--- src/rtl/ball_engine_gen2.sv ---
// ball_engine_gen2
//   Ball-physics engine for one half of a two-board pong game. It takes a ball
//   from the opponent board, moves it across this board's field with a signed
//   Y velocity and periodic gravity, and bounces it off the top and bottom
//   walls. On a paddle collision it sends the ball back; if the paddle misses,
//   it reports a lose.
//
// Ports
//   i_clk_25MHZ, i_reset_n        clock, async active-low reset
//   i_upscale                     1: H_RES x V_RES field, 0: half-size field
//   i_pause                       freeze tick, step and collision sampling
//   i_rx_*/o_rx_ready             incoming ball handshake + payload
//   i_collision, i_paddle_speed   paddle tracker inputs
//   o_tx_*/i_tx_ready             returned ball handshake + payload
//   o_lose_valid/i_lose_ready     missed-ball handshake
//   o_ball_x, o_ball_y            ball position for the renderer
//   o_moving_out, o_idle, o_score status (all outputs registered)
module ball_engine_gen2 #(
   parameter int unsigned H_RES       = 640,
   parameter int unsigned V_RES       = 480,
   parameter int unsigned COORD_W     = 10,
   parameter int unsigned VEL_W       = 8,
   parameter int unsigned BALL_SIZE   = 20,
   parameter int unsigned X_ENTRY     = 20,
   parameter int unsigned X_STEP      = 10,
   parameter int unsigned BASE_PERIOD = 270000,
   parameter int unsigned PERIOD_W    = 20,
   parameter int unsigned GRAV_PERIOD = 4,
   parameter int unsigned MAX_SHIFT   = 3,
   parameter int unsigned SCORE_W     = 8,
   localparam int unsigned GP_W = (GRAV_PERIOD > 1) ? $clog2(GRAV_PERIOD) : 1
) (
   input  logic                      i_clk_25MHZ,
   input  logic                      i_reset_n,
   input  logic                      i_upscale,
   input  logic                      i_pause,
   input  logic                      i_rx_valid,
   output logic                      o_rx_ready,
   input  logic [COORD_W-1:0]        i_rx_y,
   input  logic signed [VEL_W-1:0]   i_rx_vy,
   input  logic [GP_W-1:0]           i_rx_gphase,
   input  logic                      i_rx_fast,
   input  logic                      i_collision,
   input  logic [2:0]                i_paddle_speed,
   output logic                      o_tx_valid,
   input  logic                      i_tx_ready,
   output logic [COORD_W-1:0]        o_tx_y,
   output logic signed [VEL_W-1:0]   o_tx_vy,
   output logic [GP_W-1:0]           o_tx_gphase,
   output logic                      o_tx_fast,
   output logic                      o_lose_valid,
   input  logic                      i_lose_ready,
   output logic [COORD_W-1:0]        o_ball_x,
   output logic [COORD_W-1:0]        o_ball_y,
   output logic                      o_moving_out,
   output logic                      o_idle,
   output logic [SCORE_W-1:0]        o_score
);

   localparam int unsigned CW = COORD_W + 2;

   localparam logic [PERIOD_W-1:0]     BASE_P     = PERIOD_W'(BASE_PERIOD);
   localparam logic signed [VEL_W-1:0] VY_MAX     = {1'b0, {(VEL_W-1){1'b1}}};
   localparam logic signed [VEL_W-1:0] VY_MIN     = {1'b1, {(VEL_W-1){1'b0}}};
   localparam logic [COORD_W-1:0]      Y_MAX_FULL = COORD_W'(V_RES - 1);
   localparam logic [COORD_W-1:0]      Y_MAX_HALF = COORD_W'(V_RES / 2 - 1);
   localparam logic [COORD_W-1:0]      FAR_FULL   = COORD_W'(H_RES - BALL_SIZE);
   localparam logic [COORD_W-1:0]      FAR_HALF   = COORD_W'(H_RES / 2 - BALL_SIZE);
   localparam logic [COORD_W-1:0]      X_ENTRY_C  = COORD_W'(X_ENTRY);
   localparam logic [COORD_W-1:0]      X_STEP_C   = COORD_W'(X_STEP);
   localparam logic [GP_W-1:0]         GP_LAST    = GP_W'(GRAV_PERIOD - 1);
   localparam logic [SCORE_W-1:0]      SCORE_MAX  = '1;
   localparam logic [2:0]              SHIFT_CAP  = 3'(MAX_SHIFT);

   typedef enum logic [2:0] {StIdle, StRunOut, StRunBack, StSend, StLose} state_t;

   state_t                    r_state, w_state_d;
   logic [COORD_W-1:0]        r_x, w_x_d;
   logic [COORD_W-1:0]        r_y, w_y_d;
   logic signed [VEL_W-1:0]   r_vy, w_vy_d;
   logic [GP_W-1:0]           r_gphase, w_gphase_d;
   logic [PERIOD_W-1:0]       r_period, w_period_d;
   logic [PERIOD_W-1:0]       r_tick, w_tick_d;
   logic [SCORE_W-1:0]        r_score, w_score_d;
   logic                      r_rx_ready, r_idle, r_moving_out;
   logic                      r_tx_valid, r_lose_valid, r_tx_fast;

   logic [COORD_W-1:0]        w_y_max, w_far_x, w_rx_y_clamp;
   logic signed [CW-1:0]      w_y_sum, w_y_max_s;
   logic signed [VEL_W-1:0]   w_vy_grav, w_vy_neg, w_vy_step;
   logic [COORD_W-1:0]        w_y_step;
   logic [GP_W-1:0]           w_gphase_inc;
   logic [2:0]                w_shift;
   logic                      w_run, w_step;

   // Field geometry follows the live upscale input.
   assign w_y_max      = i_upscale ? Y_MAX_FULL : Y_MAX_HALF;
   assign w_far_x      = i_upscale ? FAR_FULL : FAR_HALF;
   assign w_rx_y_clamp = (i_rx_y > w_y_max) ? w_y_max : i_rx_y;
   assign w_shift      = (i_paddle_speed > SHIFT_CAP) ? SHIFT_CAP : i_paddle_speed;

   assign w_run  = (r_state == StRunOut) || (r_state == StRunBack);
   assign w_step = w_run && !i_pause && (r_tick == r_period - PERIOD_W'(1));

   // Y / velocity / gravity update applied on every step.
   always_comb begin
      w_y_sum      = $signed({2'b00, r_y}) + CW'(r_vy);
      w_y_max_s    = $signed({2'b00, w_y_max});
      w_gphase_inc = (r_gphase == GP_LAST) ? '0 : r_gphase + GP_W'(1);
      w_vy_grav    = r_vy;
      if ((r_gphase == GP_LAST) && (r_vy != VY_MAX)) begin
         w_vy_grav = r_vy + VEL_W'(1);
      end
      // Negating the most negative velocity saturates to the most positive.
      w_vy_neg  = (w_vy_grav == VY_MIN) ? VY_MAX : -w_vy_grav;
      w_y_step  = w_y_sum[COORD_W-1:0];
      w_vy_step = w_vy_grav;
      if (w_y_sum >= w_y_max_s) begin
         w_y_step  = w_y_max;
         w_vy_step = w_vy_neg;
      end else if (w_y_sum[CW-1] || (w_y_sum == '0)) begin
         w_y_step  = '0;
         w_vy_step = w_vy_neg;
      end
   end

   always_comb begin
      w_state_d  = r_state;
      w_x_d      = r_x;
      w_y_d      = r_y;
      w_vy_d     = r_vy;
      w_gphase_d = r_gphase;
      w_period_d = r_period;
      w_score_d  = r_score;
      w_tick_d   = r_tick;

      if (w_run && !i_pause) begin
         w_tick_d = w_step ? '0 : r_tick + PERIOD_W'(1);
      end

      case (r_state)
         StIdle: begin
            w_tick_d = '0;
            if (i_rx_valid && r_rx_ready) begin
               w_x_d      = X_ENTRY_C;
               w_y_d      = w_rx_y_clamp;
               w_vy_d     = i_rx_vy;
               w_gphase_d = i_rx_gphase;
               w_period_d = i_rx_fast ? (BASE_P >> 1) : BASE_P;
               w_state_d  = StRunOut;
            end
         end
         StRunOut: begin
            // Collision wins over both the far-edge check and a coincident step.
            if (!i_pause && i_collision) begin
               w_tick_d   = '0;
               w_period_d = BASE_P >> w_shift;
               w_state_d  = StRunBack;
            end else begin
               if (w_step) begin
                  w_x_d      = r_x + X_STEP_C;
                  w_y_d      = w_y_step;
                  w_vy_d     = w_vy_step;
                  w_gphase_d = w_gphase_inc;
               end
               if (r_x >= w_far_x) begin
                  w_state_d = StLose;
               end
            end
         end
         StRunBack: begin
            if (w_step) begin
               w_x_d      = (r_x > X_STEP_C) ? r_x - X_STEP_C : '0;
               w_y_d      = w_y_step;
               w_vy_d     = w_vy_step;
               w_gphase_d = w_gphase_inc;
            end
            if (r_x == '0) begin
               w_state_d = StSend;
               w_score_d = (r_score == SCORE_MAX) ? r_score : r_score + SCORE_W'(1);
            end
         end
         StSend: begin
            if (r_tx_valid && i_tx_ready) begin
               w_period_d = BASE_P;
               w_state_d  = StIdle;
            end
         end
         StLose: begin
            if (r_lose_valid && i_lose_ready) begin
               w_state_d = StIdle;
            end
         end
         default: w_state_d = StIdle;
      endcase
   end

   always_ff @(posedge i_clk_25MHZ or negedge i_reset_n) begin
      if (!i_reset_n) begin
         r_state      <= StIdle;
         r_x          <= '0;
         r_y          <= '0;
         r_vy         <= '0;
         r_gphase     <= '0;
         r_period     <= BASE_P;
         r_tick       <= '0;
         r_score      <= '0;
         r_rx_ready   <= 1'b0;
         r_idle       <= 1'b0;
         r_moving_out <= 1'b0;
         r_tx_valid   <= 1'b0;
         r_lose_valid <= 1'b0;
         r_tx_fast    <= 1'b0;
      end else begin
         r_state      <= w_state_d;
         r_x          <= w_x_d;
         r_y          <= w_y_d;
         r_vy         <= w_vy_d;
         r_gphase     <= w_gphase_d;
         r_period     <= w_period_d;
         r_tick       <= w_tick_d;
         r_score      <= w_score_d;
         // Status flags are decoded from the next state so they line up with it.
         r_rx_ready   <= (w_state_d == StIdle);
         r_idle       <= (w_state_d == StIdle);
         r_moving_out <= (w_state_d == StRunOut);
         r_tx_valid   <= (w_state_d == StSend);
         r_lose_valid <= (w_state_d == StLose);
         r_tx_fast    <= (w_period_d < BASE_P);
      end
   end

   assign o_rx_ready   = r_rx_ready;
   assign o_idle       = r_idle;
   assign o_moving_out = r_moving_out;
   assign o_tx_valid   = r_tx_valid;
   assign o_lose_valid = r_lose_valid;
   assign o_tx_fast    = r_tx_fast;
   assign o_tx_y       = r_y;
   assign o_tx_vy      = r_vy;
   assign o_tx_gphase  = r_gphase;
   assign o_ball_x     = r_x;
   assign o_ball_y     = r_y;
   assign o_score      = r_score;

endmodule

--- config.mk ---
export PLATFORM = sky130hd
export DESIGN_NAME = ball_engine_gen2
export DESIGN_NICKNAME = d
export VERILOG_FILES = /design/src/rtl/ball_engine_gen2.sv
export SDC_FILE = /design/constraint.sdc
export NUM_CORES = 1
export LEC_CHECK = 0
export ABC_AREA = 1
export CAP_MARGIN = 20
export CORE_ASPECT_RATIO = 1.2
export CORE_MARGIN = 8
export CORE_UTILIZATION = 57
export DETAILED_ROUTE_END_ITERATION = 12
export PLACE_DENSITY = 0.81
export SYNTH_ARGS = -nofsm -noshare
export SYNTH_HDL_FRONTEND = slang
export SYNTH_SLANG_ARGS = --single-unit
--- constraint.sdc ---
create_clock -name i_clk_25MHZ -period 3.9 [get_ports i_clk_25MHZ]
set_input_delay 0.78 -clock i_clk_25MHZ [delete_from_list [all_inputs] [get_ports i_clk_25MHZ]]
set_output_delay 0.78 -clock i_clk_25MHZ [all_outputs]
set_load 0.01 [all_outputs]
==> results by group <==
Floorplan
  – Die H: 137.8 µm
  – DIE AREA: around 16,000 µm²
  – Initial core utilization: 58.21%
  – Core area: 12,110 µm²
  – # IOs: 86
  – FP Rows: 44
  – DIE WIDTH: 117.5 µm

Clock network
  – Clk slew on worst S/H paths: 0.07 ns
  – Worst-Skew Late Latency: about 0.35 ns
  – Clock Sinks: 85
  – H-tree levels: 3
  – Post-cts resize count: 0
  – CTS max path bufs: 2
  – TritonCTS clock tree: done
  – Hold_buf cts: 0
  – Setup Buffers After CTS: 0
  – Clock root cell: clkbuf_16
  – CTS Buf Count: 9

Setup path
  – CP Capture Type: flip-flop
  – CP Depth: 18
  – Crit-path cells: ha_1, fa_1, nand3_1, nand3_1, nand2_1, nand2_1, ha_1, nand2_1, nor3_1, nand3_1, nor2_1, nand3_1, nand4_2, inv_1, nand2_1, nand3_1, nand2_1, nand2_1
  – Crit-path max cell delay: 0.48 ns
  – WS Path Type: flip-flop to flip-flop
  – CP most frequent cell: nand2_1
  – CP max-delay cell: dfrtp_1
  – Terminus of the critical flop-to-flop path: o_ball_y[4]
  – Critical path required time: 4.14 ns
  – Worst-path maximum fanout: 7
  – Reg-to-reg slack, setup: roughly 0.62 ns
  – Worst setup path start: o_tx_vy[0]
  – Crit path buffers/inverters: 1
  – R2R cell count: 18
  – FF-to-FF Start: o_tx_vy[0]
  – Worst path top cell family by delay: simple AND/OR/NAND/NOR gates
  – Setup crit start kind: flip-flop
  – Arrival time at the worst endpoint: ~3.5 ns
  – Worst Setup EP: o_ball_y[4]

Logic synthesis
  – Most frequent cells after synthesis: nand2_1, nor2_1, inv_1, nand3_1, dfrtp_1
  – Post-synth top area share: 27.33%
  – Top cells by area, synth: dfrtp_1, nand2_1, nor2_1, inv_1, nand3_1
  – Yosys reg bits: 85
  – Synth warn: 0
  – Post-Syn Area: 7051 µm²
  – Async set-or-reset flop fraction in the synthesized netlist: 100.0%
  – Cells after Synth: about 1,100
  – Yosys cell types: 54
  – Count leader, synth: nand2_1
  – Post-synth EDFFs: 0
  – Register area share after synthesis: 30.31%
  – Mapped Nets: 1,116
  – Synth area leader: dfrtp_1
  – Mean Syn Cell Area: 6.689 µm²
  – Primary FF master, synth: dfrtp_1

Place
  – Final RePlAce weighted congestion: 0.9711
  – Dpl hpwl: 14,720 µm
  – DP Cell Count: 1,276
  – Port bufs: 84

Global routing
  – Met2 usage: 42.86%
  – Total GRT Usage: between 20% and 30%
  – Global-route wire length before repair: about 32,000 µm
  – Number of global-route vias before repair: 6,821
  – Met3 Use GR: 3.854%
  – Largest net degree at the start of global routing: 79
  – GRT overflow: 0
  – Met1 global-route usage: 26.33%
  – Top Usage Layer GRT: met2
  – Initial antenna violation count: 0

Timing
  – Post-layout minimum cycle time: 3.281 ns
  – Final hold slack: 0.5066 ns
  – Rel. slew slack: about a third
  – Period utilization: 84.12%
  – Final setup vio count: 0
  – FMAX: roughly 300 MHz
  – Final hold viol count: 0
  – Worst slew pin tran: between 0.9 and 1 ns
  – Layout Skew: 0.007865 ns
  – Slew Viols, Final: 0
  – Unrepaired setup endpoints after global routing: no
  – Final setup TNS: 0 ns

Detailed routing
  – DR iter-0 viols: ~550
  – Total Wirelength: 18,970 µm
  – Via count: 6,990
  – Avg WL per Cell: between 10 and 15 µm
  – Post-route DRC: 0
  – Vias per cell: 5.410
  – DRT Pass-1 Iters: 5
  – Routed Antenna Nets: 0

Run status
  – Status: finished clean

Power
  – Static leakage: between 4 and 5 nW
  – Pwr per Cell Area: 874.7 nW/µm²
  – Worst VDD drop: about 0.47 mV
  – Power Total: 0.007224 W

Final layout
  – Number of antenna repair diodes: 0
  – Final nets: 1,188
  – Finished Layout Cells: 1,292
  – Layout Area Growth over Synthesis: 17.14%
  – Layout cells sized above 1: ~6.5%

Min path
  – Hold Path Class: flip-flop to flip-flop
  – Hold Crit Start: o_score[7]

Job
  – Max cap viols: 0
-- cells in the final DEF (no fill, tap or decap), drive strengths merged, types with 11 or more instances in the layout --
master	netlist	routed
o21ai	57	57
inv	137	138
xnor2	14	14
nand4	20	20
dfrtp	77	77
nand2	281	281
ha	29	29
clkdlybuf4s50	0	83
xor2	44	44
a21oi	41	41
nor3	21	21
nand3	82	82
nor2	162	162
clkbuf	7	11
-- sequential cells by signal (all words and copies together), names as in the netlist --
register and cells:
o_moving_out 1, r_tick 20, o_ball_y 10, r_state 3
o_tx_fast 1, o_tx_gphase 2, o_idle 1, r_period 20
o_tx_vy 8, o_ball_x 9, o_lose_valid 1, o_score 8
o_tx_valid 1
-- power breakdown --
group	internal, W	switching (W)	total (W)
Sequential	0.00116	0.000401	0.00157
Clock	0.000515	0.000369	0.000885
Combinational	0.00177	0.00301	0.00477
-- per-stage QoR --
step / setup WS, ns / area (µm²) / utilization (%)
5_1_grt: 0.3621 / 8259 / 68.19
3_5_place_dp: 0.4945 / 7958 / 65.70
6_report: 0.6191 / 8259 / 68.19
4_1_cts: 0.6304 / 8259 / 68.19
3_3_place_gp: 0.5623 / 7958 / 65.70
2_1_floorplan: 0.9928 / 7051 / -
-- per-layer routing --
layer,part of all wire [%],vias to the layer above
met5,0,-
met4,4.5,0
met3,4.7,63
met2,51,224
met1,40,3174
li1,-,3529
-- worst register-to-register path: stages, from the launching register on --
cell and delay (ns):
dfrtp_1 0.48, ha_1 0.30, fa_1 0.44, nand3_1 0.11, nand3_1 0.13, nand2_1 0.11, nand2_1 0.08, ha_1 0.27
nand2_1 0.05, nor3_1 0.17, nand3_1 0.10, nor2_1 0.15, nand3_1 0.17, nand4_2 0.20, inv_1 0.15, nand2_1 0.09
nand3_1 0.07, nand2_1 0.08, nand2_1 0.04
-- cell type report --
type	count	area [µm²]
inverter	138	518.0
tap	161	201.4
timing repair buffer	91	903.4
sequential	85	2137
multi-input combinational	801	4198
clock buffer	11	242.7
fill	1071	3852
clock inverter	5	58.81
-- worst min path at each step --
| stage | endpoint | slack (ns) | cells past startpoint |
|---|---|---|---|
| floorplan | r_period[19] | 0.47 | 2 |
| global placement | o_score[7] | 0.49 | 1 |
| detailed placement | o_score[7] | 0.50 | 1 |
| CTS | o_score[7] | 0.51 | 1 |
| global route | o_score[7] | 0.53 | 1 |
| finish | o_score[7] | 0.51 | 1 |
-- logic make-up (layout without fill, tap and decap cells) --
| group | Yosys count | count (layout) | share of synthesized area, % |
|---|---|---|---|
| DFF | 85 | 85 | 30.31 |
| xor gates and xnor gates | 59 | 59 | 7.524 |
| muxes | 2 | 2 | 0.3017 |
| adders and majority gates | 30 | 30 | 5.430 |
| and+or+nand+nor | 586 | 586 | 36.01 |
| buffers and inverters | 168 | 245 | 10.15 |
| AOI/OAI and AO/OA | 123 | 123 | 10.22 |
| other | 1 | 1 | 0.05319 |
(Power assumes the default switching activity.)
